--- config.mk ---
export PLATFORM = sky130hd
export DESIGN_NAME = sprite_lane_drawer
export DESIGN_NICKNAME = d
export VERILOG_FILES = /design/src/rtl/sprite_lane_drawer.sv
export SDC_FILE = /design/constraint.sdc
export NUM_CORES = 1
export LEC_CHECK = 0
export BUFFER_PORTS_ARGS = -buffer_cell sky130_fd_sc_hd__buf_2
export CAP_MARGIN = 20
export CORE_UTILIZATION = 60
export CTS_CLUSTER_SIZE = 14
export DETAILED_ROUTE_END_ITERATION = 10
export PLACE_DENSITY = 0.93
export SLEW_MARGIN = 20
export SYNTH_ARGS = -nofsm -noshare
export SYNTH_HDL_FRONTEND = slang
export SYNTH_SLANG_ARGS = --single-unit
--- constraint.sdc ---
create_clock -name Clock -period 4.9 [get_ports Clock]
set_input_delay 0.98 -clock Clock [delete_from_list [all_inputs] [get_ports Clock]]
set_output_delay 0.98 -clock Clock [all_outputs]
set_load 0.01 [all_outputs]
--- src/rtl/sprite_lane_drawer.sv ---
// Plots a SPRITE_W x SPRITE_H sprite at a chosen lane, erasing the previous lane first; one pixel per cycle, registered outputs one cycle behind the counters.
// No backpressure: Start is taken only while Busy is low, anything else is dropped; a bad lane gives a one-cycle Err.
module sprite_lane_drawer #(
   parameter int                     SPRITE_W  = 5,
   parameter int                     SPRITE_H  = 9,
   parameter int                     NUM_LANES = 4,
   parameter logic [NUM_LANES*8-1:0] LANE_X    = {8'd132, 8'd78, 8'd24, 8'd6},
   parameter int                     Y_BASE    = 100,
   parameter logic [2:0]             FG_COLOUR = 3'b110,
   parameter logic [2:0]             BG_COLOUR = 3'b000
) (
   input  logic       Clock,
   input  logic       Reset,
   input  logic       Start,
   input  logic [3:0] Lane,
   output logic [7:0] XOut,
   output logic [6:0] YOut,
   output logic [2:0] ColourOut,
   output logic       Plot,
   output logic       Busy,
   output logic       Done,
   output logic       Err
);

   localparam int CW = (SPRITE_W > 1) ? $clog2(SPRITE_W) : 1;
   localparam int RW = (SPRITE_H > 1) ? $clog2(SPRITE_H) : 1;

   typedef enum logic [1:0] {IDLE, ERASE, DRAW, DONE} state_t;

   state_t          state_q, state_d;
   logic [CW-1:0]   col_q, col_d;
   logic [RW-1:0]   row_q, row_d;
   logic [3:0]      target_lane_q, target_lane_d;
   logic [3:0]      drawn_lane_q, drawn_lane_d;
   logic            drawn_valid_q, drawn_valid_d;
   logic [7:0]      x_q, x_d;
   logic [6:0]      y_q, y_d;
   logic [2:0]      colour_q, colour_d;
   logic            plot_q, plot_d;
   logic            busy_q, busy_d;
   logic            done_q, done_d;
   logic            err_q, err_d;

   logic            last_col;
   logic            last_row;
   logic            lane_ok;
   logic [3:0]      pix_lane;

   function automatic logic [7:0] lane_x(input logic [3:0] l);
      logic [7:0] r;
      r = 8'd0;
      for (int i = 0; i < NUM_LANES; i++) begin
         if (l == 4'(i)) r = LANE_X[8*i +: 8];
      end
      return r;
   endfunction

   assign last_col = (col_q == CW'(SPRITE_W - 1));
   assign last_row = (row_q == RW'(SPRITE_H - 1));
   assign lane_ok  = (int'(Lane) < NUM_LANES);
   assign pix_lane = (state_q == ERASE) ? drawn_lane_q : target_lane_q;

   always_comb begin
      state_d       = state_q;
      col_d         = col_q;
      row_d         = row_q;
      target_lane_d = target_lane_q;
      drawn_lane_d  = drawn_lane_q;
      drawn_valid_d = drawn_valid_q;
      x_d           = x_q;
      y_d           = y_q;
      colour_d      = colour_q;
      plot_d        = 1'b0;
      done_d        = 1'b0;
      err_d         = 1'b0;

      case (state_q)
         IDLE: begin
            // busy_q still covers the Done cycle, so a held Start waits one more cycle
            if (Start && !busy_q) begin
               if (lane_ok) begin
                  target_lane_d = Lane;
                  col_d         = '0;
                  row_d         = '0;
                  state_d       = (drawn_valid_q && (drawn_lane_q != Lane)) ? ERASE : DRAW;
               end else begin
                  err_d = 1'b1;
               end
            end
         end
         ERASE, DRAW: begin
            plot_d   = 1'b1;
            x_d      = lane_x(pix_lane) + 8'(col_q);
            y_d      = 7'(Y_BASE) - 7'(row_q);
            colour_d = (state_q == ERASE) ? BG_COLOUR : FG_COLOUR;
            if (!last_col) begin
               col_d = col_q + CW'(1);
            end else begin
               col_d = '0;
               if (!last_row) begin
                  row_d = row_q + RW'(1);
               end else begin
                  row_d = '0;
                  if (state_q == ERASE) begin
                     state_d = DRAW;
                  end else begin
                     state_d       = DONE;
                     drawn_lane_d  = target_lane_q;
                     drawn_valid_d = 1'b1;
                  end
               end
            end
         end
         DONE: begin
            state_d = IDLE;
            done_d  = 1'b1;
         end
         default: state_d = IDLE;
      endcase

      busy_d = (state_d != IDLE) || (state_q == DONE);
   end

   always_ff @(posedge Clock or posedge Reset) begin
      if (Reset) begin
         state_q       <= IDLE;
         col_q         <= '0;
         row_q         <= '0;
         target_lane_q <= '0;
         drawn_lane_q  <= '0;
         drawn_valid_q <= 1'b0;
         x_q           <= '0;
         y_q           <= '0;
         colour_q      <= '0;
         plot_q        <= 1'b0;
         busy_q        <= 1'b0;
         done_q        <= 1'b0;
         err_q         <= 1'b0;
      end else begin
         state_q       <= state_d;
         col_q         <= col_d;
         row_q         <= row_d;
         target_lane_q <= target_lane_d;
         drawn_lane_q  <= drawn_lane_d;
         drawn_valid_q <= drawn_valid_d;
         x_q           <= x_d;
         y_q           <= y_d;
         colour_q      <= colour_d;
         plot_q        <= plot_d;
         busy_q        <= busy_d;
         done_q        <= done_d;
         err_q         <= err_d;
      end
   end

   assign XOut      = x_q;
   assign YOut      = y_q;
   assign ColourOut = colour_q;
   assign Plot      = plot_q;
   assign Busy      = busy_q;
   assign Done      = done_q;
   assign Err       = err_q;

endmodule

# Word-level counts from Yosys, hierarchy flattened
# Index checks and enable logic that the tools add are counted.
op_classes:
  addsub: 4
  n_lt_le_gt_ge: 1
  n_eq_ne: 12
  muxes: 28
  n_bitwise: 1
  reduce_logical: 14
ops:
  columns: ["op", "n"]
  rows:
  - ["$mux 8", 4]
  - ["$mux 4", 5]
  - ["$mux 3", 5]
  - ["$mux 2", 5]
  - ["$reduce_and 3->1", 3]
  - ["$add 8x3->8", 1]
  - ["$eq 4x2->1 const B", 2]
  - ["$pmux 4 s2", 1]
  - ["$reduce_and 4->1", 2]
  - ["$sub 6x5->7 const A", 1]
  - ["$mux 1", 6]
  - ["$ne 2x2->1 const B", 3]
  - ["$pmux 2 s3", 1]
  - ["$pmux 3 s2", 1]
  - ["$add 4x1->4 const B", 1]
  - ["$eq 2x2->1 const B", 2]
  - ["$eq 4x1->1 const B", 1]
  - ["$eq 4x4->1 const B", 1]
  - ["$logic_not 4->1", 1]
  - ["$lt 4x3->1 const B", 1]
  - ["$ne 4x4->1", 1]
  - ["$reduce_bool 2->1", 2]
  - ["$add 3x1->3 const B", 1]
  - ["$eq 3x3->1 const B", 1]
  - ["7 further kinds", 8]
totals:
  ff_bits: 40
  inputBits: 7
  out_inout_bits: 22
  wordCells: 73

# Depth between registers and ports, before layout
# Gate-level depths: netlist of run 1.
logic_depth:
  depth_word: 9
  ltp_mapped: 12
  ltp_nobuf: 11

# Least setup slack after synthesis of run 1
# Ideal clock, no wire load.
synth_path:
  path_type: "register to register"
  startpoint: "register state_q[0]"
  endpoint: "register x_q[3] (netlist: XOut[3])"
  setup_time_ps: 124
  arrival_time_ps: 2132
  t_required_ps: 4776
  setup_slack_ps: 2644
  path_stages_with_launch: 9
  n_path_buf: 1
  period_less_slack_ps: 2256
  path_cell_list: "dfrtp_1 ha_1 buf_2 o32ai_1 o21ai_0 fa_1 nand2_1 nor3_1 a211o_1"
synth_between:
  elab_chain_len: 9
synth_lines:
  columns: ["element", "line", "rtl"]
  rows:
  - ["start, declared", "30", "state_t state_q, state_d;"]
  - ["start signal, assigned", "140", "state_q <= state_d;"]
  - ["$eq 2x1->1", "61, 77", null]
  - ["$mux 4", null, null]
  - ["$logic_not 4->1", "53", "if (l == 4'(i)) r = LANE_X[8*i +: 8];"]
  - ["$mux 3", "53", null]
  - ["$mux 8 (3 in a row)", "53", null]
  - ["$mux 8", "77", "case (state_q)"]
  - ["$add 8x3->8", "93", "x_d = lane_x(pix_lane) + 8'(col_q);"]
  - ["end signal, assigned", "132", "x_q <= '0;"]
  - ["end signal, assigned", "146", "x_q <= x_d;"]
  - ["end, declared", "36", "logic [7:0] x_q, x_d;"]
# Parallel ways exist; a longest one is shown, timed or not. The select of a mux whose other input is x is not followed.
# A chain may end at the register's enable or synchronous reset.

# Final worst setup path of run 1
layout_path:
  startpoint: "register state_q[0]"
  endpoint: "register drawn_lane_q[3]"
layout_between:
  elab_chain_len: 3
layout_lines:
  columns: ["element", "line", "rtl"]
  rows:
  - ["$eq 2x1->1 / $eq 2x2->1 (equally long branches)", "77, 104", null]
  - ["$reduce_or 2->1", "77", null]
  - ["$reduce_and 3->1 (no line)", null, null]
  - ["end signal, assigned", "144", "drawn_lane_q <= drawn_lane_d;"]
  - ["end, declared", "34", "logic [3:0] drawn_lane_q, drawn_lane_d;"]
# Parallel ways exist; a longest one is shown, timed or not.

==> results of run 1 <==
==> layout by cell type, fill, tap and decap left out, types with 3 or more instances in the layout <==
cell type / instances
o2bb2ai_1: 5
mux2_2: 6
nand3_1: 4
nand2b_1: 4
dfrtp_1: 38
nor3_1: 4
mux2_1: 3
buf_2: 27
o21ai_0: 7
clkbuf_4: 5
nor2_1: 15
nand2_1: 22
ha_1: 9
inv_1: 12
a21oi_1: 5
xor2_1: 5
==> report_power, final <==
part	switching, uW	internal, uW	leakage, uW
Combinational	288	211	0.000522
Clock	96.3	54.1	0.0000254
Sequential	67.9	409	0.000487
==> metrics by stage <==
step / instance area [um2] / util (%) / total power, uW / hold slack [ns]
5_1_grt: 2110 / 69.8 / 1220 / 0.501
2_1_floorplan: 1900 / - / 834 / 0.439
3_5_place_dp: 2070 / 68.3 / 980 / 0.450
3_3_place_gp: 2070 / 68.3 / 958 / 0.449
6_report: 2110 / 69.8 / 1130 / 0.472
4_1_cts: 2110 / 69.8 / 1130 / 0.478
==> registers in the layout (all words and copies together) (netlist names) <==
register and cells:
Done 1, row_q 4, Err 1, state_q 2, Plot 1, drawn_valid_q 1
drawn_lane_q 4, target_lane_q 4, Busy 1, YOut 7, XOut 8, ColourOut 1
col_q 3
==> layer usage <==
metal	wire length, um	up-vias	share of wire, %	track usage, %
met5	0	-	0	0
met4	62	0	1.8	10.2
met3	158	9	4.6	7.37
met2	1660	37	48	39.2
met1	1580	672	46	29.3
li1	-	688	-	-
==> cells by family after synthesis <==
logic type      count (synthesis)  synth area share (%)
compound gates                 32                  12.4
xor+xnor                        6                  2.76
fa+ha+maj                      10                  6.98
buf+inv                        19                  4.21
flops                          38                  50.0
mux                            10                  5.86
other cells                     1                 0.197
simple gates                   66                  17.5
==> critical path: stages, from the launching register on <==
cell	delay [ns]
dfrtp_1	0.43
inv_1	0.06
ha_1	0.81
inv_2	0.26
or3_1	0.50
nor2_2	0.17
mux2_1	0.34
==> worst min-delay path by stage <==
stage | startpoint | end | slack, ns
2_1_floorplan | drawn_valid_q | drawn_valid_q | 0.44
3_3_place_gp | YOut[6] | YOut[6] | 0.45
3_5_place_dp | YOut[6] | YOut[6] | 0.45
4_1_cts | YOut[6] | YOut[6] | 0.48
5_1_grt | YOut[6] | YOut[6] | 0.50
6_report | YOut[6] | YOut[6] | 0.47
==> cell type report <==
| cell class | count | area share (%) |
|---|---|---|
| flip-flops and latches | 38 | 45.0 |
| repair buffers | 28 | 6.75 |
| inverters | 13 | 2.31 |
| multi-input cells | 125 | 41.2 |
| well taps | 44 | 2.61 |
| clock buffers | 7 | 2.13 |
==> run metrics, run 1 <==
Fin Clk Skew=between 0.008 and 0.009 ns; Non-Filler Instances=around 260; Post-synth top flop=dfrtp_1; crit end category=flop; Lkg Pwr=between 0.001 and 0.0015 uW; fill cell instance count of the final layout=about 230; Vias=roughly 1,400; Seq cells post-synth=38; footprint of the multi-input gates=870 um2; Bufs on Longest Clock Path=2; number of synthesized flops with an enable pin=0; post-synth top area cell=dfrtp_1; placed cell count=approximately 250; Pwr per Cell Area=533 mW/mm2; Crit Path Class=flop to flop; CP Launch Type=flop; post-cts sizing count=0; FP Rows=20; number of global-route vias before repair=roughly 1,400; first-pass GRT wire length=6030 um; R2R Path Start=state_q[0]; maxcap violations=0; Mapped Cells=around 180; root buf cell=clkbuf_4; die area=between 0.003 and 0.004 mm2; endpoints failing hold=0; post-synth top area share=~50%; CP Data Arrival Time=~2.9 ns; R2R setup slack=between 2 and 2.5 ns; Vias/cell=5.51; Max Clk Rate=roughly 370 MHz; die height=roughly 58 um; status=finished, final reports clean; Syn. warnings=0; FFs w/ async S/R, synth=between 90% and 100%; peak supply drop=between 300 and 400 uV; share of layout cells above drive strength 1=21.3%; CTS H-tree depth=2; Final Worst Setup Slack=between 2 and 2.5 ns; syn avg cell area=around 10 um2; Num CTS Buffers=5; hold buffer count at CTS=0; r2r endpoint=drawn_lane_q[3]; pins over their slew limit=0; Total Wirelength=3450 um; fin nets=between 200 and 250; total congestion overflow=0; most common cell in the netlist=dfrtp_1; CTS clk-pin slew, worst paths=approximately 0.10 ns; final number of setup-violating endpoints=0; DRT Pass-1 Iters=4; Mapped Area=between 0.0015 and 0.002 mm2; Final Critical Period=between 2 and 3 ns; Area Growth Syn to Fin=11.1%; largest net degree at the start of global routing=39; clock tree sinks=38; required time of the critical path=approximately 5 ns; register area=951 um2; Hold Crit Class=flop to flop; initial antenna violation count=0; Rel. slew slack=46.4%; CP endpoint=drawn_lane_q[3]; # port buffers=27; Final Cycle Share=55.0%; core area=between 0.003 and 0.004 mm2; gpl congestion=slightly below 0.8; Post-DRT Antenna Nets=0; top post-synthesis cells by area=dfrtp_1 50%, ha_1 5.9%, nand2_1 4.3%; Yosys cell types=between 40 and 50; diode count=0; RSZ-0062 raised after global routing=false; Clk Latency, worst-skew pair=about 0.35 ns; crit path max fanout=26; die width=~58 um; CTS tree=yes; Seq/Total Area, Yosys=50.0%; Synth Net Count=199; crit path from=state_q[0]; Starting Density=roughly 63%; Post-DP HPWL=between 2000 and 3000 um; final setup TNS=0 ns; Total Routing Usage GR=23.9%; worst reg2reg path depth=6; I/O Pins=29; pre-CTS WS=between 2 and 2.5 ns; wire length per cell=between 10 and 15 um; Worst-Margin Slew=around 0.80 ns; post-CTS setup buffers=0; # DRC=0; Hold Path Cell Cnt=1; synth cell count leaders=38 x dfrtp_1, 22 x nand2_1, 15 x nor2_1; DRT iter0 DRCs=40
Note: power is estimated with default switching activity, not from simulation.
==> run 2, diff against run 1 <==
--- a/config.mk
+++ b/config.mk
@@ -7,10 +7,10 @@
 export LEC_CHECK = 0
 export BUFFER_PORTS_ARGS = -buffer_cell sky130_fd_sc_hd__buf_2
 export CAP_MARGIN = 20
-export CORE_UTILIZATION = 60
+export CORE_UTILIZATION = 56
 export CTS_CLUSTER_SIZE = 14
 export DETAILED_ROUTE_END_ITERATION = 10
-export PLACE_DENSITY = 0.93
+export PLACE_DENSITY = 0.88
 export SLEW_MARGIN = 20
 export SYNTH_ARGS = -nofsm -noshare
 export SYNTH_HDL_FRONTEND = slang
==> constraint.sdc (replaced) <==
create_clock -name Clock -period 2.7 [get_ports Clock]
set_input_delay 0.54 -clock Clock [delete_from_list [all_inputs] [get_ports Clock]]
set_output_delay 0.54 -clock Clock [all_outputs]
set_load 0.01 [all_outputs]
==> run 2 against run 1 <==
Against the previous run: worst setup slack got worse by 2.0 ns; critical endpoint is now XOut[4]; total power increased by 82%; core utilization decreased by 1.4 points; count of clock-buffer cells in the layout unchanged; final area increased by 1.2%; die area rose by 6.9%.
==> run metrics, run 2 (synthesis results as in run 1) <==
Non-Filler Instances=258; Pwr per Cell Area=960 mW/mm2; Worst-Margin Slew=a little under 0.6 ns; Fin Clk Skew=0.00665 ns; post-cts sizing count=0; peak supply drop=524 uV; Clk Latency, worst-skew pair=~0.34 ns; fin nets=around 230; Bufs on Longest Clock Path=2; hold buffer count at CTS=0; initial antenna violation count=0; endpoints failing hold=0; die area=0.00363 mm2; DRT iter0 DRCs=between 40 and 50; wire length per cell=between 10 and 15 um; overall power=just over 2000 uW; Rel. slew slack=about three fifths; clock tree sinks=38; RSZ-0062 raised after global routing=false; commonest non-fill, non-tap cells in the layout=38 x dfrtp_1, 27 x buf_2, 22 x nand2_1; fill cell instance count of the final layout=255; required time of the critical path=2.94 ns; CP Data Arrival Time=between 2 and 3 ns; Post-DRT Antenna Nets=0; FP Rows=20; core area=0.00313 mm2; Final Cycle Share=between 90 and 100%; placed cell count=251; Starting Density=between 60% and 70%; number of global-route vias before repair=1,342; CTS H-tree depth=2; max reg flops=8; DRT Pass-1 Iters=4; largest net degree at the start of global routing=39; die width=between 60 and 70 um; Post-DP HPWL=~2600 um; CP Launch Type=flop; die height=60.3 um; pins over their slew limit=0; final setup TNS=0 ns; share of layout cells above drive strength 1=22.9%; Final Critical Period=roughly 2.5 ns; Max Clk Rate=400 MHz; gpl congestion=around 0.85; maxcap violations=0; Num CTS Buffers=5; final number of setup-violating endpoints=0; Area Growth Syn to Fin=12.4%; most common cell after layout, fill and taps aside=dfrtp_1; root buf cell=clkbuf_4; Lkg Pwr=between 0.001 and 0.0015 uW; # DRC=0; total congestion overflow=0; pre-CTS WS=between 0.1 and 0.15 ns; first-pass GRT wire length=around 5900 um; post-CTS setup buffers=0; CTS clk-pin slew, worst paths=~0.1 ns; Crit Path Class=flop to flop; # port buffers=27; Vias/cell=~5.5; I/O Pins=29; crit path max fanout=9; Hold Crit Class=input pin to asynchronous set/reset pin; diode count=0; Total Wirelength=between 3000 and 4000 um; status=finished, final reports clean; crit end category=flop; Final Worst Setup Slack=between 0.2 and 0.25 ns; Vias=between 1,000 and 1,500; Total Routing Usage GR=between 20% and 30%; CTS tree=yes
## run 2: final cells by class
cell class                      count  area, um2  area share [%]
Sequential cell                    38        951            44.5
Inverter                           13       48.8            2.28
Timing Repair Buffer               31        165            7.73
Multi-Input combinational cell    125        872            40.8
Tap cell                           44       55.1            2.58
Clock buffer                        7       45.0            2.11
## run 2: worst max-delay path: stages (launching register included)
cell and delay (ns):
dfrtp_1 0.40, inv_1 0.09, ha_2 0.29, mux2_2 0.41, o21ai_0 0.34, inv_1 0.08, ha_1 0.28, a21oi_1 0.19
nor3b_1 0.09, a21oi_1 0.14, o2bb2ai_1 0.08
## run 2: metrics by stage
step / utilization, % / hold WS, ns / instance area, um2
6_report: 68.3 / 0.288 / 2140
5_1_grt: 68.3 / 0.322 / 2140
4_1_cts: 68.2 / 0.303 / 2130
3_5_place_dp: 66.8 / 0.463 / 2090
3_3_place_gp: 66.8 / 0.446 / 2090
2_1_floorplan: - / 0.439 / 1900
## run 2: final timing paths
path                            depth (start not counted)                to  slack (ns)              from
max in group asynchronous                               3      ColourOut[1]        2.09             Reset
worst max register to register                         10           XOut[4]        0.20        state_q[1]
min in group Clock                                      3  target_lane_q[0]        0.42           Lane[0]
worst max-delay path                                   10           XOut[4]        0.20        state_q[1]
worst min register to register                          2  target_lane_q[1]        0.49  target_lane_q[1]
worst min-delay path                                    3          col_q[1]        0.29             Reset
## run 2: routing by layer
layer	vias to the layer above	share of wire (%)	global-route usage, %
li1	697	-	-
met2	26	47	33.8
met1	684	47	29.5
met3	9	3.6	6.28
met4	0	2.4	11.0
met5	-	0	0
## run 2: power breakdown
group / leakage (uW) / switching [uW] / internal, uW / total, uW
registers: 0.000487 / 119 / 742 / 861
logic: 0.000535 / 526 / 399 / 925
clock network: 0.0000254 / 169 / 98.2 / 267
==> run 3, diff against run 2 <==
--- a/config.mk
+++ b/config.mk
@@ -7,7 +7,9 @@
 export LEC_CHECK = 0
 export BUFFER_PORTS_ARGS = -buffer_cell sky130_fd_sc_hd__buf_2
 export CAP_MARGIN = 20
-export CORE_UTILIZATION = 56
+export CELL_PAD_IN_SITES_DETAIL_PLACEMENT = 0
+export CELL_PAD_IN_SITES_GLOBAL_PLACEMENT = 2
+export CORE_UTILIZATION = 36
 export CTS_CLUSTER_SIZE = 14
 export DETAILED_ROUTE_END_ITERATION = 10
 export PLACE_DENSITY = 0.88
==> run 3 against run 2 <==
Against the previous run: largest power group unchanged; die area grew 54%; combinational power is 2% higher; sequential share of layout area decreased by 1.8 points; critical path type unchanged; routed wire length increased by 7.5%; core utilization decreased by 25 points; clock power increased by 42%; critical endpoint unchanged.
==> run metrics, run 3 (synthesis results as in run 1) <==
max reg flops=8; pre-CTS WS=around 0.13 ns; # DRC=0; Max Clk Rate=406 MHz; overall power=approximately 2200 uW; number of global-route vias before repair=~1,300; Worst-Margin Slew=around 0.51 ns; CP Data Arrival Time=2.63 ns; DRT iter0 DRCs=65; endpoints failing hold=0; Fin Clk Skew=about 0.0037 ns; Lkg Pwr=0.00108 uW; required time of the critical path=about 2.9 ns; Area Growth Syn to Fin=17.3%; Hold Crit Class=input pin to asynchronous set/reset pin; FP Rows=26; post-CTS setup buffers=0; status=finished, final reports clean; Pwr per Cell Area=about 1000 mW/mm2; P_sw=between 800 and 900 uW; final setup TNS=0 ns; largest net degree at the start of global routing=39; die width=about 75 um; CTS H-tree depth=2; most common cell after layout, fill and taps aside=dfrtp_1; Seq pwr share=39.5%; Bufs on Longest Clock Path=2; hold buffer count at CTS=0; combinational cell fraction of total power=around 43%; Final Worst Setup Slack=~0.23 ns; share of layout cells above drive strength 1=about a quarter; switching share of power=between 30% and 40%; Rel. slew slack=about two thirds; R2R Path Start=state_q[1]; r2r endpoint=XOut[4]; core area=around 0.005 mm2; peak supply drop=approximately 330 uV; Final Critical Period=between 2 and 2.5 ns; maxcap violations=0; root buf cell=clkbuf_8; clock tree sinks=38; CP Launch Type=flop; # port buffers=27; initial antenna violation count=0; total congestion overflow=0; critical-path cell list=inv_1 -> ha_2 -> mux2_2 -> o21ai_0 -> inv_1 -> ha_1 -> a21oi_1 -> nor3b_1 -> a21oi_1 -> o2bb2ai_1; fin nets=234; slowest library cell on the worst path=mux2_2; die height=~75 um; RSZ-0062 raised after global routing=false; CTS tree=yes; worst reg2reg path depth=10; commonest non-fill, non-tap cells in the layout=38 x dfrtp_1, 27 x buf_2, 22 x nand2_1; crit path max fanout=9; Final Cycle Share=~90%; Starting Density=a little under two fifths; Clock Power Share=between 10% and 20%; crit end category=flop; Clk Latency, worst-skew pair=0.28 ns; CTS clk-pin slew, worst paths=0.07 ns; first-pass GRT wire length=about 6300 um; Post-DP HPWL=2720 um; die area=around 0.0056 mm2; fill cell instance count of the final layout=about 510; CP peak stage delay=slightly above 0.4 ns; gpl congestion=0.837; internal power=roughly 1400 uW; Non-Filler Instances=roughly 290; Post-DRT Antenna Nets=0; wire length per cell=12.9 um; pins over their slew limit=0; Total Wirelength=3700 um; Crit Path Class=flop to flop; diode count=0; Design Area, Final=~0.0022 mm2; DRT Pass-1 Iters=4; Vias=approximately 1,400; Num CTS Buffers=5; placed cell count=280; I/O Pins=29; placed cell area=around 0.0021 mm2; Total Routing Usage GR=around 15%; Vias/cell=4.82; final number of setup-violating endpoints=0; R2R setup slack=0.23 ns
## run 3: cell types whose count changed in the layout (fill, tap and decap cells not counted)
cell / previous run / this run
clkbuf_8: 0 / 6
buf_4: 4 / 7
clkbuf_1: 2 / 0
clkbuf_4: 5 / 0
## run 3: through the flow
stage	hold WS (ns)	utilization (%)
floorplan	0.439	-
global placement	0.458	42.0
detailed placement	0.461	42.0
CTS	0.384	43.6
global route	0.433	43.7
finish	0.361	43.7
## run 3: metal layers
| metal | track usage, % | up-vias | wire length, um |
|---|---|---|---|
| met3 | 3.21 | 2 | 83 |
| met2 | 23.9 | 21 | 1770 |
| li1 | - | 699 | - |
| met1 | 20.5 | 657 | 1830 |
| met5 | 0 | - | 0 |
| met4 | 5.03 | 0 | 25 |
## run 3: worst max-delay path: cells and delay by family (launching register included)
kind                     cells  cell delay [ns]
flip-flops                   1             0.40
AO/OA/AOI/OAI                4             0.73
AND/OR/NAND/NOR              1             0.08
multiplexers                 1             0.41
adder cells (fa/ha/maj)      2             0.57
buffers and inverters        2             0.16
## run 3: final cells by class
cell class / instances / area, um2 / share of cell area, %
multi-input cells: 125 / 872 / 39.1
flip-flops and latches: 38 / 951 / 42.6
well taps: 70 / 87.6 / 3.93
repair buffers: 34 / 188 / 8.42
clock buffers: 6 / 82.6 / 3.70
inverters: 13 / 48.8 / 2.19
## run 3: repair_timing
action / CTS / global route
gates resized for setup: 0 / 1
setup endpoints to repair: 0 / 1
endpoints found under the hold margin: 0 / 0
## run 3: worst max-delay path by stage
stage               slack, ns  startpoint       to  cells after the start
floorplan                0.44  state_q[0]  XOut[3]                      8
detailed placement       0.13  state_q[1]  XOut[4]                     10
global placement         0.25  state_q[1]  XOut[4]                     10
CTS                      0.12  state_q[1]  XOut[4]                     10
global route             0.02  state_q[1]  XOut[4]                     10
finish                   0.23  state_q[1]  XOut[4]                     10
## run 3: power by group through the flow
stage	Clock [uW]	Sequential, uW	Combinational [uW]
2_1_floorplan	0	907	607
3_3_place_gp	0	874	945
3_5_place_dp	0	874	956
4_1_cts	397	865	958
5_1_grt	414	896	1090
6_report	379	864	944
